==> config.mk <==
export PLATFORM = sky130hd
export DESIGN_NAME = tstate_sequencer_flat
export DESIGN_NICKNAME = d
export VERILOG_FILES = /design/src/rtl/tstate_sequencer_if.sv /design/src/rtl/tstate_sequencer.sv /design/src/flat_wrapper.sv
export SDC_FILE = /design/constraint.sdc
export NUM_CORES = 1
export LEC_CHECK = 0
export CELL_PAD_IN_SITES_DETAIL_PLACEMENT = 1
export CELL_PAD_IN_SITES_GLOBAL_PLACEMENT = 1
export CORE_MARGIN = 3
export CORE_UTILIZATION = 33
export DETAILED_ROUTE_END_ITERATION = 8
export PLACE_DENSITY_LB_ADDON = 0.1
export SLEW_MARGIN = 25
export SYNTH_ARGS = -nofsm -noshare
export SYNTH_HDL_FRONTEND = slang
export SYNTH_SLANG_ARGS = --single-unit
export TNS_END_PERCENT = 10
==> constraint.sdc <==
create_clock -name clk -period 3 [get_ports clk]
set_input_delay 0.6 -clock clk [delete_from_list [all_inputs] [get_ports clk]]
set_output_delay 0.6 -clock clk [all_outputs]
set_load 0.01 [all_outputs]
==> src/rtl/tstate_sequencer_if.sv <==
`default_nettype none
// ============================================================================
// Module      : tstate_sequencer_if
// Description : Control/status bundle between the control-unit decode and the
//               T-state sequencer. The decode drives requests (master) and the
//               sequencer returns the T bus, strobes and status (slave).
// Revision    : 1.0 - initial release
// ============================================================================
interface tstate_sequencer_if #(
    parameter int T_STATES  = 4,
    parameter int CNT_WIDTH = 16
) ();
    localparam int TW = (T_STATES > 2) ? $clog2(T_STATES) : 1;

    // Requests from the control unit
    logic                 hlt_req;
    logic                 resume;
    logic                 clr_timer;
    logic                 wait_req;
    logic                 step_mode;
    logic                 step;

    // Timing and status back to the control unit
    logic [T_STATES-1:0]  T;
    logic [TW-1:0]        t_count;
    logic                 en_timer;
    logic                 advance;
    logic                 halted;
    logic                 instr_done;
    logic                 overrun;
    logic [CNT_WIDTH-1:0] instr_count;

    modport master (
        output hlt_req, resume, clr_timer, wait_req, step_mode, step,
        input  T, t_count, en_timer, advance, halted, instr_done, overrun, instr_count
    );

    modport slave (
        input  hlt_req, resume, clr_timer, wait_req, step_mode, step,
        output T, t_count, en_timer, advance, halted, instr_done, overrun, instr_count
    );
endinterface
`default_nettype wire

==> src/rtl/tstate_sequencer.sv <==
`default_nettype none
// ============================================================================
// Module      : tstate_sequencer
// Description : Parametrised T-state timing generator. One-hot T bus, per-state
//               advance strobe, variable-length instructions (clr_timer), wait
//               states, sticky halt/resume, single-step pause, overrun flag and
//               retired-instruction counter.
// Revision    : 1.0 - initial release
// ============================================================================
module tstate_sequencer #(
    parameter int T_STATES  = 4,
    parameter int CNT_WIDTH = 16
) (
    input  wire               clk,
    input  wire               reset,
    tstate_sequencer_if.slave sq
);
    localparam int TW = (T_STATES > 2) ? $clog2(T_STATES) : 1;
    localparam logic [TW-1:0] c_LAST_T = TW'(T_STATES - 1);

    typedef enum logic [1:0] {
        S_IDLE  = 2'd0,
        S_RUN   = 2'd1,
        S_HALT  = 2'd2,
        S_PAUSE = 2'd3
    } state_t;

    state_t               r_state;
    logic [TW-1:0]        r_t_count;
    logic                 r_en_timer;
    logic                 r_halted;
    logic                 r_instr_done;
    logic                 r_overrun;
    logic [CNT_WIDTH-1:0] r_instr_count;

    logic                 w_advance;
    logic [T_STATES-1:0]  w_t_bus;

    // Current T-state completes only while running and not stalled by halt or wait
    always_comb begin
        w_advance = (r_state == S_RUN) && !sq.hlt_req && !sq.wait_req;
    end

    // One-hot decode of the counter; the bus is dark only in IDLE
    always_comb begin
        w_t_bus = '0;
        if (r_state != S_IDLE) begin
            w_t_bus = {{(T_STATES-1){1'b0}}, 1'b1} << r_t_count;
        end
    end

    // Sequencer FSM with all status outputs registered alongside the state
    always_ff @(posedge clk) begin
        if (reset) begin
            r_state       <= S_IDLE;
            r_t_count     <= '0;
            r_en_timer    <= 1'b0;
            r_halted      <= 1'b0;
            r_instr_done  <= 1'b0;
            r_overrun     <= 1'b0;
            r_instr_count <= '0;
        end else begin
            r_instr_done <= 1'b0;
            case (r_state)
                S_IDLE: begin
                    // Single mandatory gap cycle after reset before T0
                    r_state    <= S_RUN;
                    r_en_timer <= 1'b1;
                end
                S_RUN: begin
                    if (sq.hlt_req) begin
                        // Halt freezes the T-state; clr_timer is ignored
                        r_state  <= S_HALT;
                        r_halted <= 1'b1;
                    end else if (sq.wait_req) begin
                        // Stretch the current T-state; nothing changes
                        r_state <= S_RUN;
                    end else if (sq.clr_timer || (r_t_count == c_LAST_T)) begin
                        // Retire: either an early end or a wrap past the last T-state
                        r_t_count     <= '0;
                        r_instr_done  <= 1'b1;
                        r_instr_count <= r_instr_count + CNT_WIDTH'(1);
                        if (!sq.clr_timer) begin
                            r_overrun <= 1'b1;
                        end
                        if (sq.step_mode) begin
                            r_state <= S_PAUSE;
                        end
                    end else begin
                        r_t_count <= r_t_count + TW'(1);
                    end
                end
                S_HALT: begin
                    // Leaving requires resume with the halt request withdrawn
                    if (sq.resume && !sq.hlt_req) begin
                        r_state  <= S_RUN;
                        r_halted <= 1'b0;
                    end
                end
                S_PAUSE: begin
                    // Halt outranks step; dropping step_mode also releases
                    if (sq.hlt_req) begin
                        r_state  <= S_HALT;
                        r_halted <= 1'b1;
                    end else if (sq.step || !sq.step_mode) begin
                        r_state <= S_RUN;
                    end
                end
                default: begin
                    r_state <= S_IDLE;
                end
            endcase
        end
    end

    assign sq.T           = w_t_bus;
    assign sq.t_count     = r_t_count;
    assign sq.en_timer    = r_en_timer;
    assign sq.advance     = w_advance;
    assign sq.halted      = r_halted;
    assign sq.instr_done  = r_instr_done;
    assign sq.overrun     = r_overrun;
    assign sq.instr_count = r_instr_count;

endmodule
`default_nettype wire

==> src/flat_wrapper.sv <==
// flat-port wrapper written by rule: the top's interface ports become plain ports
module tstate_sequencer_flat 
#(
    parameter int T_STATES  = 4,
    parameter int CNT_WIDTH = 16
)
  (clk, reset, sq_hlt_req, sq_resume, sq_clr_timer, sq_wait_req, sq_step_mode, sq_step, sq_T, sq_t_count, sq_en_timer, sq_advance, sq_halted, sq_instr_done, sq_overrun, sq_instr_count);
  tstate_sequencer_if #(.T_STATES(T_STATES), .CNT_WIDTH(CNT_WIDTH)) sq_i ();
  input  wire clk;
  input  wire reset;
  input wire logic [$bits(sq_i.hlt_req)-1:0] sq_hlt_req;
  input wire logic [$bits(sq_i.resume)-1:0] sq_resume;
  input wire logic [$bits(sq_i.clr_timer)-1:0] sq_clr_timer;
  input wire logic [$bits(sq_i.wait_req)-1:0] sq_wait_req;
  input wire logic [$bits(sq_i.step_mode)-1:0] sq_step_mode;
  input wire logic [$bits(sq_i.step)-1:0] sq_step;
  output wire logic [$bits(sq_i.T)-1:0] sq_T;
  output wire logic [$bits(sq_i.t_count)-1:0] sq_t_count;
  output wire logic [$bits(sq_i.en_timer)-1:0] sq_en_timer;
  output wire logic [$bits(sq_i.advance)-1:0] sq_advance;
  output wire logic [$bits(sq_i.halted)-1:0] sq_halted;
  output wire logic [$bits(sq_i.instr_done)-1:0] sq_instr_done;
  output wire logic [$bits(sq_i.overrun)-1:0] sq_overrun;
  output wire logic [$bits(sq_i.instr_count)-1:0] sq_instr_count;
  assign sq_i.hlt_req = sq_hlt_req;
  assign sq_i.resume = sq_resume;
  assign sq_i.clr_timer = sq_clr_timer;
  assign sq_i.wait_req = sq_wait_req;
  assign sq_i.step_mode = sq_step_mode;
  assign sq_i.step = sq_step;
  assign sq_T = sq_i.T;
  assign sq_t_count = sq_i.t_count;
  assign sq_en_timer = sq_i.en_timer;
  assign sq_advance = sq_i.advance;
  assign sq_halted = sq_i.halted;
  assign sq_instr_done = sq_i.instr_done;
  assign sq_overrun = sq_i.overrun;
  assign sq_instr_count = sq_i.instr_count;
  tstate_sequencer #(.T_STATES(T_STATES), .CNT_WIDTH(CNT_WIDTH)) u_core (.clk(clk), .reset(reset), .sq(sq_i));
endmodule
Yosys cells after proc, flatten, opt, wreduce, memory -nomap -nowiden

Cells that the tools add are included.

Bits in registers: 24
Input port bits: 8
Output and inout bits: 27
Logic and storage cells: 55

Add/subtract/negate cells: 2
Equality and inequality tests: 9
Shift-type cells: 1
Mux-type cells: 14
Bitwise gates (word level): 4
Reductions and logical operators: 18

Operators by type and width:

| kind                                                                    | count |
|---|---|
| 16-bit by 1-bit adder with 16-bit output, second input constant         | 1 |
| 2-bit two-way mux                                                       | 8 |
| 4-bit inequality test, second input constant                            | 2 |
| 2-bit case mux with 4 select lines                                      | 1 |
| 4-bit AND reduction                                                     | 2 |
| 2-bit equality test, second input constant                              | 3 |
| 3-bit AND reduction                                                     | 2 |
| 5-bit AND reduction                                                     | 1 |
| 4-bit two-way mux                                                       | 1 |
| 2-bit by 1-bit inequality test with 1-bit output, second input constant | 2 |
| 1-bit inverter                                                          | 4 |
| 2-bit nonzero test                                                      | 2 |
| 4-bit OR reduction                                                      | 1 |
| 1-bit by 2-bit left shift with 4-bit output, first input constant       | 1 |
| 1-bit logical AND                                                       | 3 |
| 1-bit logical NOT                                                       | 3 |
| 1-bit two-way mux                                                       | 3 |
| 3-bit by 2-bit inequality test with 1-bit output, second input constant | 1 |
| 2-bit by 1-bit adder with 2-bit output, second input constant           | 1 |
| 2-bit by 1-bit equality test with 1-bit output, second input constant   | 1 |
| 2-bit logical NOT                                                       | 1 |
| 1-bit logical OR                                                        | 2 |
| 1-bit case mux with 2 select lines                                      | 1 |
| 2-bit OR reduction                                                      | 1 |

Longest topological paths before layout

Gate-level depths: netlist (run 1).

Depth in word-level cells: 6
Mapped depth: 6
Gate-level depth less buffers: 5

Worst setup path before layout (run 1)

No wires, ideal clock.

Path type: input port to flip-flop
Start point: input sq_hlt_req
End point: register u_core.r_instr_count[15] (netlist: u_core.sq.instr_count[15])
Setup time: 0.070 ns
Arrival: 2.319 ns
Data required time: 2.930 ns
Setup slack: 0.611 ns
Stages on the path: 6
Path buffers: 2
Path through: or4b_1 buf_2 or3_1 buf_2 or4_1 a21oi_1

Word-level cells in the longest chain between the ends: 2

RTL lines:

| what                                 | RTL line               | source |
|---|---|---|
| start: declaration                   | flat_wrapper.sv:11     | `input wire logic [$bits(sq_i.hlt_req)-1:0] sq_hlt_req;` |
| 1-bit inverter (no source line)      | --                     |  |
| 4-bit AND reduction (no source line) | --                     |  |
| end signal: assignment               | tstate_sequencer.sv:82 | `r_instr_count <= r_instr_count + CNT_WIDTH'(1);` |
| end: declaration                     | tstate_sequencer.sv:34 | `logic [CNT_WIDTH-1:0] r_instr_count;` |

Every way passes these cells.
A chain may end at the register's enable or synchronous reset.

Final worst setup path (run 1)

Start point: input sq_hlt_req
End point: output sq_advance

Word-level cells in the longest chain between the ends: 3

RTL lines:

| what                            | RTL line               | source |
|---|---|---|
| 1-bit logical NOT               | tstate_sequencer.sv:41 | `w_advance = (r_state == S_RUN) && !sq.hlt_req && !sq.wait_req;` |
| 1-bit logical AND (2 in series) | tstate_sequencer.sv:41 |  |
| end: declaration                | flat_wrapper.sv:20     | `output wire logic [$bits(sq_i.advance)-1:0] sq_advance;` |

Every way passes these cells.

==> results.py, run 1 <==
metrics = {
    "die": {
        "start_util_pct": 36.1,
        "die_width_um": 65.2,
        "rows": 20,
        "die_area_mm2": 0.00425,
        "die_h_um": 65.2,
        "core_area_mm2": 0.00320,
        "io_pins": 35,
    },
    "sta": {
        "final_max_slew_viol_count": 0,
        "setup_ws_ns": 0.141,
        "tns_ns": 0,
        "rsz0062_at_grt": "false",
        "tightest_slew_ns": 0.659,
        "max_freq_ghz": 0.350,
        "min_period_ns": 2.86,
        "skew_ns": 0.00225,
        "maxSlewHeadroom_pct": 56.0,
        "post-route-period-util_pct": 95.3,
        "setup_violations": 0,
        "hold_viol": 0,
    },
    "power_and_ir_drop": {
        "p_sw_uw": 133,
        "p_leak_uw": 0.000545,
        "power_frac_comb_pct": 11.0,
        "switching_share_pct": 23.5,
        "power_density_mw_per_mm2": 351,
        "power.share.clock_pct": 30.3,
        "intPower_uw": 431,
        "ir_drop_uv": 133,
        "p_seq_share_pct": 58.7,
    },
    "clock_tree": {
        "cts-htree-levels": 1,
        "postCtsHoldBufs": 0,
        "cts_tree": "done",
        "clkTransAtPathRegs_ns": 0.13,
        "cts_buffers": 3,
        "clkLatencyLatePin_ns": 0.31,
        "cts_buffer_depth": 2,
        "cts.sinks": 24,
        "cts-root-buf": "clkbuf_4",
    },
    "final_layout": {
        "fill_cells": 419,
        "final_cells": 224,
        "antenna_cells": 0,
        "final_nets": 194,
        "regArea_um2": 480,
        "syn_to_final_growth_pct": 39.1,
        "drive_gt1_share_pct": 7.78,
        "final_area_mm2": 0.00161,
        "multi_input_area_um2": 623,
    },
    "logic_synthesis": {
        "yosys.cell_count.top_type": "dfxtp_1",
        "netlist_area_mm2": 0.00115,
        "ys_seq_area_share_pct": 41.6,
        "synthCells": 143,
        "synth-async-reset-ratio_pct": 0,
        "yosys.area.top_type": "dfxtp_1",
        "synth_top_area_share_pct": 41.6,
        "synthTopCellsByArea": "dfxtp_1, nor2_1, a21oi_1",
        "synth-main-ff-cell": "dfxtp_1",
        "synthesis.nets": 156,
        "synth_edf_count": 0,
        "synth.distinct_cells": 27,
        "netlist_top_cells_count": "dfxtp_1, nor2_1, a21oi_1",
        "yosys_warnings": 0,
        "avgSynthCellArea_um2": 8.08,
        "synth_seq_cells": 24,
    },
    "setup_path": {
        "crit_type": "primary input to output port",
        "cp-start-kind": "primary input",
        "cp_max_fo": 6,
        "cp.arrival_ns": 2.26,
        "cp_data_required_time_ns": 2.40,
        "end_kind": "output port",
    },
    "drt": {
        "drt-pass1-iter-count": 3,
        "vias": 1128,
        "drt_iter0_drc": 74,
        "wl_um": 3010,
        "drc": 0,
        "via_per_inst": 5.04,
        "ant_nets": 0,
        "post_drt_wl_per_cell_um": 13.5,
    },
    "global_route": {
        "grt_max_degree": 19,
        "grt_pass1_wl_um": 5230,
        "grt.overflow.total": 0,
        "grt_usage_pct": 15.5,
        "grt_pass1_vias": 1141,
        "antenna_found_initial": 0,
    },
    "place": {
        "io_buffer_count": 34,
        "place_ws_ns": 0.0518,
        "dp_cells": 220,
        "hpwl_um": 2310,
        "placed_area_mm2": 0.00157,
        "routabilityCongestion": 0.775,
    },
    "min_path": {
        "hold_path_class": "flop to flop",
    },
    "status": {
        "status": "finished clean",
    },
    "job": {
        "max-cap-violations": 0,
    },
}
[critical path, cell delays in order]
cell and delay (ns):
clkdlybuf4s50_1 0.44, or4b_4 0.59, inv_1 0.10, clkdlybuf4s50_1 0.54
[registers in the layout (all words and copies together), names as in the netlist]
name / cells
u_core.sq.instr_done: 1
u_core.sq.overrun: 1
u_core.sq.halted: 1
u_core.sq.instr_count: 16
u_core.sq.en_timer: 1
u_core.r_state: 2
u_core.sq.t_count: 2
[power groups by stage]
stage | Sequential [uW] | Clock, uW | Combinational, uW
3_3_place_gp | 338 | 0 | 60.8
6_report | 331 | 171 | 62.2
3_5_place_dp | 338 | 0 | 62.0
2_1_floorplan | 339 | 0 | 27.4
4_1_cts | 331 | 180 | 62.4
5_1_grt | 333 | 201 | 68.4
[kinds of logic after synthesis]
logic type	synth area share (%)
flops	41.6
fa+ha+maj	5.42
simple gates	30.0
compound gates	12.9
buf+inv	4.77
xor+xnor	5.31
[layout by cell type (no fill, tap or decap), types with 3 or more instances in the layout]
cell type        synthesis  routed
xnor2_1                  4       4
nor3_1                   4       4
o31ai_1                  3       3
o21ai_0                  7       7
nand2_1                  8       8
dfxtp_1                 24      24
inv_1                    7       7
nor4_1                   4       4
nand3_1                  6       6
clkbuf_4                 0       3
nor2b_1                  4       4
ha_1                     5       5
buf_4                    0       6
nor2_1                  20      20
clkdlybuf4s50_1          0      34
or3_1                    6       6
nand2b_1                 3       3
or4_1                    3       3
xor2_1                   3       3
a21oi_1                 14      14
[per-stage QoR]
step	total power [uW]	hold WS, ns	util, %
final	564	0.496	50.2
after global routing	602	0.546	50.2
after floorplan	366	0.496	-
after global placement	399	0.458	48.9
after CTS	574	0.502	50.0
after detailed placement	400	0.465	48.9
[area by class of cell]
cell class                      count  area share [%]
Timing Repair Buffer               40            24.0
Sequential cell                    24            29.9
Inverter                            7            1.64
Clock buffer                        4            2.26
Multi-Input combinational cell    105            38.8
Tap cell                           44            3.43
[final timing paths]
kind / startpoint / to / slack [ns] / cells past startpoint
setup / recovery: sq_hlt_req / sq_advance / 0.14 / 4
hold / removal: u_core.sq.en_timer$_SDFFE_PP0N_ / u_core.sq.en_timer$_SDFFE_PP0N_ / 0.50 / 2
setup reg to reg: u_core.r_state[0]$_SDFFE_PP0P_ / u_core.sq.instr_count[15]$_SDFFE_PP0P_ / 0.79 / 4
hold reg to reg: u_core.sq.en_timer$_SDFFE_PP0N_ / u_core.sq.en_timer$_SDFFE_PP0N_ / 0.50 / 2
[metal layers]
layer | routed length, um | vias to the layer above | global-route usage, %
met2 | 1500 | 16 | 26.1
met3 | 93 | 2 | 2.56
met5 | 0 | - | 0
li1 | - | 569 | -
met1 | 1400 | 541 | 20.6
met4 | 15 | 0 | 3.89
[repair_timing]
| action | 4_1_cts | 5_1_grt |
|---|---|---|
| setup buffers | 0 | 0 |
| endpoints found under the hold margin | 0 | 0 |
| setup endpoints to repair | 0 | 1 |
| gates resized for setup | 0 | 1 |
No activity file was read; power rests on OpenSTA's default activity.
==> run 2, diff against run 1 <==
--- a/config.mk
+++ b/config.mk
@@ -5,6 +5,7 @@
 export SDC_FILE = /design/constraint.sdc
 export NUM_CORES = 1
 export LEC_CHECK = 0
+export ABC_AREA = 1
 export CELL_PAD_IN_SITES_DETAIL_PLACEMENT = 1
 export CELL_PAD_IN_SITES_GLOBAL_PLACEMENT = 1
 export CORE_MARGIN = 3
==> run 2 against run 1 <==
Die area rose by 10%. Sequential power barely moved. Sequential share of layout area shrank 2.3 points. Fmax increased by 1.7%. Core utilization down 3.3 points. Synthesized area rose by 11%. Clock-buffer cell count did not move. Worst hold slack worse by 0.0095 ns. Register-to-register slack gained 0.68 ns. Combinational power rose by 6.8%. Total power increased by 9.8%. Routed wire length up 16%. Critical path type unchanged. Critical endpoint unchanged. Largest power group unchanged. Highest routed layer unchanged.
==> results.py, run 2 <==
metrics = {
    "setup_path": {
        "cp_max_fo": 5,
        "cp.arrival_ns": 2.21,
        "critPathTopFamily": "buffers and inverters",
        "cp-start-kind": "primary input",
        "slowest_delay_ns": 0.56,
        "path_buf_inv": 3,
        "slowest_stage": "clkdlybuf4s50_1",
        "crit_chain": "clkdlybuf4s50_1, nor2_1, nand2_2, inv_1, clkdlybuf4s50_1",
        "end_kind": "output port",
        "cp_data_required_time_ns": 2.40,
        "crit_type": "primary input to output port",
        "cpMostUsedCell": "clkdlybuf4s50_1",
    },
    "drt": {
        "ant_nets": 0,
        "via_per_inst": 4.81,
        "drt_iter0_drc": 28,
        "wl_um": 3500,
        "drc": 0,
        "vias": 1331,
        "post_drt_wl_per_cell_um": 12.6,
        "drt-pass1-iter-count": 3,
    },
    "clock_tree": {
        "clkTransAtPathRegs_ns": 0.09,
        "cts_tree": "done",
        "cts-htree-levels": 1,
        "postCtsHoldBufs": 0,
        "cts_buffer_depth": 2,
        "cts.sinks": 24,
        "cts-root-buf": "clkbuf_8",
        "cts_buffers": 3,
        "clkLatencyLatePin_ns": 0.27,
        "cts_setup_buffers": 0,
        "cts_resized": 0,
    },
    "die": {
        "die_h_um": 68.4,
        "rows": 22,
        "start_util_pct": 34.6,
        "core_area_mm2": 0.00372,
        "io_pins": 35,
        "die_width_um": 68.4,
        "die_area_mm2": 0.00468,
    },
    "sta": {
        "setup_violations": 0,
        "tightest_slew_ns": 0.445,
        "rsz0062_at_grt": "false",
        "hold_viol": 0,
        "post-route-period-util_pct": 93.7,
        "tns_ns": 0,
        "maxSlewHeadroom_pct": 70.2,
        "final_max_slew_viol_count": 0,
        "max_freq_ghz": 0.356,
        "skew_ns": 0.00415,
        "min_period_ns": 2.81,
    },
    "job": {
        "max-cap-violations": 0,
    },
    "global_route": {
        "grt.overflow.total": 0,
        "grt_pass1_vias": 1356,
        "grt_pass1_wl_um": 6110,
        "grt_use_met3_pct": 3.61,
        "grt_max_degree": 14,
        "grt.busiest_layer": "met2",
        "antenna_found_initial": 0,
        "grt_util_met1_pct": 21.4,
        "grt_usage_pct": 17.2,
        "grt_use_met2_pct": 29.8,
    },
    "final_layout": {
        "drive_gt1_share_pct": 5.68,
        "largest_register_ffs": 16,
        "fin_util_pct": 46.8,
        "final_common_cell": "nand2_1",
        "antenna_cells": 0,
        "fill_cells": 496,
        "final_area_mm2": 0.00174,
        "syn_to_final_growth_pct": 35.4,
        "final_cell_mix": "nand2_1, nor2_1, clkdlybuf4s50_1",
        "final_nets": 243,
    },
    "logic_synthesis": {
        "netlist_area_mm2": 0.00128,
        "synth.distinct_cells": 21,
        "ys_seq_area_share_pct": 37.4,
        "synth_top_area_share_pct": 37.4,
        "synth_top_family_by_area": "simple AND/OR/NAND/NOR gates",
        "synthesis.nets": 205,
        "synth_edf_count": 0,
        "netlist_top_cells_count": "nand2_1, nor2_1, inv_1",
        "yosys.cell_count.top_type": "nand2_1",
        "synth_seq_cells": 24,
        "synth_mux_area_share_pct": 0,
        "synthCells": 192,
        "avgSynthCellArea_um2": 6.69,
        "yosys_warnings": 0,
        "synth-main-ff-cell": "dfxtp_1",
        "synth-async-reset-ratio_pct": 0,
        "yosys.area.top_type": "dfxtp_1",
        "synth-simple-area-share_pct": 39.6,
        "synth-compound-area-share_pct": 7.79,
        "synth_xor_area_share_pct": 0.682,
        "synthTopCellsByArea": "dfxtp_1, nand2_1, nor2_1",
        "yosys.area_share.adder_pct": 4.87,
    },
    "power_and_ir_drop": {
        "p_leak_uw": 0.000722,
        "ir_drop_uv": 300,
        "power_density_mw_per_mm2": 356,
        "total_power_uw": 620,
    },
    "place": {
        "routabilityCongestion": 0.859,
        "hpwl_um": 2730,
        "placed_area_mm2": 0.00169,
        "io_buffer_count": 34,
    },
    "status": {
        "status": "finished clean",
    },
    "min_path": {
        "hold_path_class": "flop to flop",
    },
}
-- run 2: cell types whose count changed after synthesis, moves of 5 or more --
cell     before  now
o21ai_0       7    2
or3_1         6    0
nand2_1       8   41
inv_1         7   29
nand3_1       6   12
nor2_1       20   37
-- run 2: final timing paths --
check                                     from  cells after the start                                    end  slack, ns
max                                 sq_hlt_req                      5                             sq_advance       0.19
min              u_core.sq.halted$_SDFFE_PP0P_                      2          u_core.sq.halted$_SDFFE_PP0P_       0.49
max reg2reg  u_core.sq.t_count[1]$_SDFFE_PP0P_                      9  u_core.sq.instr_count[9]$_SDFFE_PP0P_       1.47
min reg2reg      u_core.sq.halted$_SDFFE_PP0P_                      2          u_core.sq.halted$_SDFFE_PP0P_       0.49
-- run 2: report_power, final --
part / internal, uW / total [uW] / switching (uW)
combinational: 30.1 / 66.4 / 36.3
clock: 117 / 223 / 106
sequential: 324 / 330 / 6.32
-- run 2: cells by family after synthesis --
family	after synthesis
xor+xnor	1
compound gates	19
flops	24
buf+inv	33
simple gates	110
fa+ha+maj	5
-- run 2: stage by stage --
step	hold slack, ns	worst slack, ns	cells
2_1_floorplan	0.494	1.29	192
3_3_place_gp	0.451	0.259	273
3_5_place_dp	0.473	0.180	273
4_1_cts	0.491	0.177	277
5_1_grt	0.532	0.111	277
6_report	0.486	0.189	277
-- run 2: routing by layer --
| metal | wire, um | vias to the layer above |
|---|---|---|
| met3 | 126 | 5 |
| met1 | 1620 | 628 |
| met5 | 0 | - |
| li1 | - | 675 |
| met2 | 1710 | 23 |
| met4 | 34 | 0 |
-- run 2: worst reg2reg max path: cells and delay by family, from the launching register on --
kind                     cells  cell delay [ns]
AND/OR/NAND/NOR              6             0.81
adder cells (fa/ha/maj)      1             0.17
buffers and inverters        2             0.09
flip-flops                   1             0.41
-- run 2: final cells by class --
type / instances / area [um^2] / share of cell area [%]
clock buffer: 4 / 55.1 / 3.16
inverter: 31 / 116 / 6.69
multi-input combinational: 135 / 681 / 39.1
sequential: 24 / 480 / 27.6
tap: 48 / 60.1 / 3.45
timing repair buffer: 35 / 348 / 20.0
